### config.mk
export PLATFORM = sky130hd
export DESIGN_NAME = data_mem_resp
export DESIGN_NICKNAME = d
export VERILOG_FILES = /design/src/rtl/mem_pkg.sv /design/src/rtl/mem_word_array.sv /design/src/rtl/data_mem_resp.sv
export SDC_FILE = /design/constraint.sdc
export NUM_CORES = 2
export LEC_CHECK = 0
export BUFFER_PORTS_ARGS = -buffer_cell sky130_fd_sc_hd__clkbuf_2
export CAP_MARGIN = 20
export CELL_PAD_IN_SITES_DETAIL_PLACEMENT = 1
export CELL_PAD_IN_SITES_GLOBAL_PLACEMENT = 2
export CORE_ASPECT_RATIO = 1.25
export CORE_MARGIN = 2
export CORE_UTILIZATION = 42
export DETAILED_ROUTE_END_ITERATION = 6
export PLACE_DENSITY_LB_ADDON = 0.25
export SLEW_MARGIN = 40
export SYNTH_ARGS = -nofsm -noshare
export SYNTH_HDL_FRONTEND = slang
export SYNTH_SLANG_ARGS = --single-unit
### constraint.sdc
create_clock -name clk -period 4.89 [get_ports clk]
set_clock_uncertainty 0.1 [all_clocks]
set_input_delay 0 -clock clk [delete_from_list [all_inputs] [get_ports clk]]
set_output_delay 0 -clock clk [all_outputs]
set_load 0.005 [all_outputs]
### src/rtl/mem_pkg.sv
// Shared encodings and lane helpers for the data-memory responder.
// Lane select, store replication and load extension are kept here so the FSM stays readable.
package mem_pkg;

    localparam logic [1:0] SZ_BYTE = 2'b00;
    localparam logic [1:0] SZ_HALF = 2'b01;
    localparam logic [1:0] SZ_WORD = 2'b10;

    localparam int CNT_W = 4;

    typedef enum logic [1:0] {
        ST_IDLE = 2'd0,
        ST_WAIT = 2'd1,
        ST_RESP = 2'd2
    } mem_state_t;

    function automatic logic is_misaligned(input logic [1:0] size, input logic [1:0] lsb);
        logic bad;
        case (size)
            SZ_BYTE: bad = 1'b0;
            SZ_HALF: bad = lsb[0];
            default: bad = (lsb != 2'b00);
        endcase
        return bad;
    endfunction

    function automatic logic [3:0] lane_enables(input logic [1:0] size, input logic [1:0] lsb);
        logic [3:0] be;
        case (size)
            SZ_BYTE: be = 4'b0001 << lsb;
            SZ_HALF: be = lsb[1] ? 4'b1100 : 4'b0011;
            default: be = 4'b1111;
        endcase
        return be;
    endfunction

    function automatic logic [31:0] store_lanes(input logic [1:0] size, input logic [31:0] wd);
        logic [31:0] r;
        case (size)
            SZ_BYTE: r = {4{wd[7:0]}};
            SZ_HALF: r = {2{wd[15:0]}};
            default: r = wd;
        endcase
        return r;
    endfunction

    function automatic logic [31:0] load_extend(input logic [1:0] size, input logic uns,
                                                input logic [1:0] lsb, input logic [31:0] word);
        logic [7:0]  b;
        logic [15:0] h;
        logic [31:0] r;
        b = 8'(word >> {lsb, 3'b000});
        h = lsb[1] ? word[31:16] : word[15:0];
        case (size)
            SZ_BYTE: r = {{24{b[7] & ~uns}}, b};
            SZ_HALF: r = {{16{h[15] & ~uns}}, h};
            default: r = word;
        endcase
        return r;
    endfunction

endpackage

### src/rtl/mem_word_array.sv
// Single-port DEPTH_WORDS x 32 RAM with per-byte write enables and a registered read.
// Read returns the contents before a same-cycle write.
module mem_word_array #(
    parameter int DEPTH_WORDS = 64
) (
    input  logic                           clk,
    input  logic                           we,
    input  logic [3:0]                     be,
    input  logic [$clog2(DEPTH_WORDS)-1:0] addr,
    input  logic [31:0]                    wdata,
    output logic [31:0]                    rdata
);

    logic [31:0] mem_q [DEPTH_WORDS];
    logic [31:0] rdata_q;

    // Byte-lane write and registered read of the addressed word.
    always_ff @(posedge clk) begin
        for (int i = 0; i < 4; i++) begin
            if (we && be[i]) begin
                mem_q[addr][8*i +: 8] <= wdata[8*i +: 8];
            end
        end
        rdata_q <= mem_q[addr];
    end

    assign rdata = rdata_q;

endmodule

### src/rtl/data_mem_resp.sv
// Wait-state data-memory responder for the CPU load/store port: one request at a time,
// byte/half/word accesses with lane merging, load extension and misalignment flagging.
module data_mem_resp
    import mem_pkg::*;
#(
    parameter int DEPTH_WORDS = 64,
    parameter int WAIT_CYCLES = 1
) (
    input  logic        clk,
    input  logic        rst,
    input  logic        memen,
    input  logic        memwrite,
    input  logic [1:0]  memsize,
    input  logic        memunsigned,
    input  logic [31:0] dataadr,
    input  logic [31:0] writedata,
    output logic [31:0] readdata,
    output logic        stall,
    output logic        addr_err
);

    localparam int AW = $clog2(DEPTH_WORDS);

    mem_state_t       state_q, state_d;
    logic [CNT_W-1:0] cnt_q, cnt_d;
    logic [AW+1:0]    adr_q, adr_d;
    logic [1:0]       size_q, size_d;
    logic             uns_q, uns_d;
    logic             wr_q, wr_d;
    logic [31:0]      wdata_q, wdata_d;
    logic             addr_err_q, addr_err_d;

    logic [AW-1:0]    arr_addr_s;
    logic             arr_we_s;
    logic [3:0]       arr_be_s;
    logic [31:0]      arr_wdata_s;
    logic [31:0]      arr_rdata_s;
    logic             adr_unused_s;

    assign adr_unused_s = ^dataadr[31:AW+2];

    // Next-state logic for the request FSM and its latched request.
    always_comb begin
        state_d    = state_q;
        cnt_d      = cnt_q;
        adr_d      = adr_q;
        size_d     = size_q;
        uns_d      = uns_q;
        wr_d       = wr_q;
        wdata_d    = wdata_q;
        addr_err_d = 1'b0;
        case (state_q)
            ST_IDLE: begin
                if (memen) begin
                    adr_d   = dataadr[AW+1:0];
                    size_d  = memsize;
                    uns_d   = memunsigned;
                    wr_d    = memwrite;
                    wdata_d = writedata;
                    cnt_d   = CNT_W'(WAIT_CYCLES);
                    if (WAIT_CYCLES > 0) begin
                        state_d = ST_WAIT;
                    end else begin
                        state_d    = ST_RESP;
                        addr_err_d = is_misaligned(memsize, dataadr[1:0]);
                    end
                end else begin
                    state_d = ST_IDLE;
                end
            end
            ST_WAIT: begin
                if (!memen) begin
                    state_d = ST_IDLE;
                    cnt_d   = '0;
                end else begin
                    cnt_d = cnt_q - CNT_W'(1);
                    if (cnt_q == CNT_W'(1)) begin
                        state_d    = ST_RESP;
                        addr_err_d = is_misaligned(size_q, adr_q[1:0]);
                    end else begin
                        state_d = ST_WAIT;
                    end
                end
            end
            ST_RESP: begin
                state_d = ST_IDLE;
                cnt_d   = '0;
            end
            default: begin
                state_d = ST_IDLE;
                cnt_d   = '0;
            end
        endcase
    end

    // State and latched-request registers with synchronous reset.
    always_ff @(posedge clk) begin
        if (rst) begin
            state_q    <= ST_IDLE;
            cnt_q      <= '0;
            adr_q      <= '0;
            size_q     <= 2'b00;
            uns_q      <= 1'b0;
            wr_q       <= 1'b0;
            wdata_q    <= 32'h0;
            addr_err_q <= 1'b0;
        end else begin
            state_q    <= state_d;
            cnt_q      <= cnt_d;
            adr_q      <= adr_d;
            size_q     <= size_d;
            uns_q      <= uns_d;
            wr_q       <= wr_d;
            wdata_q    <= wdata_d;
            addr_err_q <= addr_err_d;
        end
    end

    // Only the idle state lets memen reach stall; no address path feeds it.
    always_comb begin
        stall = 1'b0;
        case (state_q)
            ST_IDLE: stall = memen;
            ST_WAIT: stall = 1'b1;
            default: stall = 1'b0;
        endcase
    end

    // In IDLE the array reads the incoming address so zero-wait accesses have data in RESP.
    assign arr_addr_s  = (state_q == ST_IDLE) ? dataadr[AW+1:2] : adr_q[AW+1:2];
    assign arr_we_s    = (state_q == ST_RESP) && wr_q && !addr_err_q && !rst;
    assign arr_be_s    = lane_enables(size_q, adr_q[1:0]);
    assign arr_wdata_s = store_lanes(size_q, wdata_q);

    mem_word_array #(
        .DEPTH_WORDS(DEPTH_WORDS)
    ) u_array (
        .clk  (clk),
        .we   (arr_we_s),
        .be   (arr_be_s),
        .addr (arr_addr_s),
        .wdata(arr_wdata_s),
        .rdata(arr_rdata_s)
    );

    // Load result: extended array word in a good RESP, zero otherwise.
    always_comb begin
        readdata = 32'h0;
        if ((state_q == ST_RESP) && !addr_err_q) begin
            readdata = load_extend(size_q, uns_q, adr_q[1:0], arr_rdata_s);
        end else begin
            readdata = 32'h0;
        end
    end

    assign addr_err = addr_err_q;

endmodule

==> results.md <==
* Run status: finished clean
* Nets at 7,078
* Top FF cell, synth: sky130_fd_sc_hd__edfxtp_1
* Hold Violations, Final at 0
* Die width at 421.2 µm
* Fillers at 21,340
* Critical Path Source Type: register
* CP Max Fanout at 45
* Number of unique standard cell types used by synthesis at 60
* First-pass GRT wire length at 501.4 mm
* Number of cells produced by synthesis at 6,585
* Final non-filler cell area at 0.1073 mm²
* Total area of sequential cells at 0.06318 mm²
* Required time reported for the critical path endpoint at 5.49 ns
* Syn avg cell area at 13.87 µm²
* Min Clock Period, post-route at 4.222 ns
* TritonCTS Buffers at 211
* Routed WL at 350.4 mm
* Starting Density at 0.4220
* Count of nets left with antenna violations after detail routing at 0
* Antenna violations before repair at 14
* Synth Register Bits at 2,131
* Quantity of I/O buffers inserted on ports at 80
* Maximum clock frequency at 0.2368 GHz
* Count of synthesis-stage warnings from yosys at 0
* Reported leakage power at 38.00 nW
* # setup viols final at 0
* Peak supply drop at 0.4514 mV
* Maximum number of pins on one net before global-route repair at 154
* Die ar. at 0.2213 mm²
* FFs w/ async S/R, synth at 0
* Total number of clock tree sinks at 2,131
* CTS tree: yes
* Number of resized instances in the post-cts repair step at 0
* Max H-tree Level at 4
* Final worst-path cycle share at 0.8635
* Sequential-to-total area share from yosys stat at 0.6913
* DRC violation count after routing at 0
* Area growth from synthesis to layout at 17.42%
* Detailed-route vias per instance at 6.763
* RSZ-0062 raised after global routing: false
* Max-Slew Margin vs Limit at 0.3452
* Pins Over Slew Limit at 0
* Arrival @ worst endpoint at 4.82 ns
* Share of cells above drive strength 1 at 0.1537
* Max Buffers Root-to-Sink at 4
* Number of violations reported at the end of detailed-routing iteration 0 at 7,882
* Total cell area at the placement stage at 0.09875 mm²
* Wire per inst at 34.76 µm
* Global placement routability congestion at 0.8575
* PwrDens at 372.5 mW/mm²
* Vias in the first global route at 70,090
* Total negative setup slack at 0 ns
* Setup Fix Bufs, Post-CTS at 0
* Worst hold-check path type: input port to register
* Area of the mapped netlist at 0.09136 mm²
* Area of the multi-input gates at 0.02566 mm²
* Clock latency at the later pin of the worst-skew pair at 0.87 ns
* Clock transition at the register clock pins on the worst setup and hold paths after CTS at 0.06 ns
* Floorplan core area at 0.2165 mm²
* Cell at the root of the clock tree: sky130_fd_sc_hd__clkbuf_16
* Least-Margin Pin Slew at 0.9574 ns
* Final HPWL DP at 212.9 mm
* Sort of element at the end of the critical path: register
* Max Cap Viol at 0
* DR vias at 68,190
* Total iterations of the first detailed-routing run at 6
* Syn nets at 6,658
* Hold buffers post-CTS at 171
* Vert. Die Dim at 525.5 µm
* Global-route usage over all layers at 0.3073
* Type of the worst setup path: register to register
* Total number of placement rows at 191
* I/O pin count at 105
* Count of flip-flops with a built-in enable after synthesis at 2,048
* Total gr overflow at 0
[state kept, by name, summed over array words and instances (netlist names)]
name and flops:
u_array.rdata 32, cnt_q 4, u_array.mem_q 2048, size_q 2, state_q 2, addr_err 1, wr_q 1, adr_q 8
wdata_q 32, uns_q 1
[path summary, 6_finish.rpt]
check	slack (ns)	startpoint	cells after the start	endpoint
max	0.67	state_q[0]$_SDFF_PP0_	9	u_array.rdata[10]$_DFF_P_
min	0.11	dataadr[4]	4	adr_q[4]$_SDFFE_PP0P_
max reg2reg	0.67	state_q[0]$_SDFF_PP0_	9	u_array.rdata[10]$_DFF_P_
min reg2reg	0.44	cnt_q[3]$_SDFFE_PP0P_	2	cnt_q[3]$_SDFFE_PP0P_
[cell usage after synthesis (137+ instances only)]
| cell | number | area share |
|---|---|---|
| sky130_fd_sc_hd__a22oi_1 | 137 | 0.011 |
| sky130_fd_sc_hd__a221oi_1 | 380 | 0.036 |
| sky130_fd_sc_hd__a32o_1 | 417 | 0.046 |
| sky130_fd_sc_hd__and3_1 | 581 | 0.040 |
| sky130_fd_sc_hd__nand3_1 | 422 | 0.023 |
| sky130_fd_sc_hd__clkbuf_1 | 487 | 0.020 |
| sky130_fd_sc_hd__o21ai_0 | 166 | 0.0091 |
| sky130_fd_sc_hd__a31oi_1 | 164 | 0.011 |
| sky130_fd_sc_hd__nand2_1 | 267 | 0.011 |
| sky130_fd_sc_hd__a2111oi_0 | 181 | 0.017 |
| sky130_fd_sc_hd__nor2_1 | 291 | 0.012 |
| sky130_fd_sc_hd__and3b_1 | 187 | 0.018 |
| sky130_fd_sc_hd__o22ai_1 | 162 | 0.011 |
| sky130_fd_sc_hd__edfxtp_1 | 2048 | 0.67 |
[metrics by stage]
stage / hold WS [ns] / utilization / power, mW / std cells / worst slack [ns]
2_1_floorplan: 0.03596 / - / 22.10 / 6585 / 0.2597
3_3_place_gp: 0.1241 / 0.4549 / 23.77 / 9504 / 0.6855
3_5_place_dp: 0.1294 / 0.4561 / 23.84 / 9513 / 0.8045
4_1_cts: 0.01131 / 0.4949 / 39.98 / 10070 / 0.7852
5_1_grt: 0.08768 / 0.4954 / 40.76 / 10070 / 0.6955
6_report: 0.1063 / 0.4955 / 39.96 / 10080 / 0.6677
[logic make-up (layout without fill, tap and decap cells)]
group                      after synthesis  count (layout)  synth area share
DFF                                   2131            2131            0.6913
other                                    0              11                 0
AOI/OAI and AO/OA                     1791            1791            0.1556
muxes                                   39              39          0.004779
and+or+nand+nor                       1895            1895            0.1146
buffers and inverters                  727            1318           0.03346
adders and majority gates                2               2         0.0002739
[cell type report]
cell class / count / area share
clock buffer: 275 / 0.05290
clock inverter: 109 / 0.009458
antenna: 11 / 0.0002566
inverter: 61 / 0.002134
tap: 2895 / 0.03376
multi-input combinational: 3727 / 0.2392
timing repair buffer: 873 / 0.07339
sequential: 2131 / 0.5889
[worst max-delay path, stage by stage, from the launching register on]
cell and delay (ns):
sky130_fd_sc_hd__dfxtp_1 0.76, sky130_fd_sc_hd__buf_4 0.33, sky130_fd_sc_hd__or3b_4 0.22, sky130_fd_sc_hd__buf_12 0.22
sky130_fd_sc_hd__buf_12 0.29, sky130_fd_sc_hd__o22ai_1 0.14, sky130_fd_sc_hd__a2111oi_0 0.68, sky130_fd_sc_hd__a31oi_1 0.16
sky130_fd_sc_hd__nor4_1 0.83, sky130_fd_sc_hd__nand4_1 0.21
[metal layers]
layer	part of all wire	wire [µm]	global-route usage
met5	0.000068	24	0
met4	0.042	14550	0.1251
met3	0.079	27790	0.04348
met2	0.49	171500	0.5191
met1	0.39	136500	0.3980
[power breakdown]
| group | leakage, nW | internal [mW] | total, mW | switching, mW |
|---|---|---|---|---|
| logic | 14.0 | 0.883 | 3.25 | 2.37 |
| registers | 20.7 | 20.2 | 20.4 | 0.244 |
| clock network | 3.27 | 9.19 | 16.3 | 7.11 |
[placed cells by master (no fill, tap or decap), drive strengths merged, types with 4 or more instances in the layout]
cell type    netlist  final
edfxtp          2048   2048
buf              178    624
and3             581    581
nand3            422    422
a32o             417    417
a221oi           380    380
clkbuf           488    353
nor2             294    294
nand2            267    267
a2111oi          194    194
o21ai            190    190
and3b            187    187
dlygate4sd3        0    171
o22ai            166    166
a31oi            164    164
a22oi            137    137
a21oi            105    105
dfxtp             83     83
clkinv             0     82
inv               61     64
nand4             43     43
nor3b             39     39
nor4              32     32
mux2              27     27
bufinv             0     20
o21bai            14     14
diode              0     11
mux2i             11     11
a222oi             7      7
nor3               7      7
a22o               6      6
nor2b              6      6
nand2b             4      4
clkinvlp           0      4
or2                4      4
Note: power is estimated with default switching activity, not from simulation.
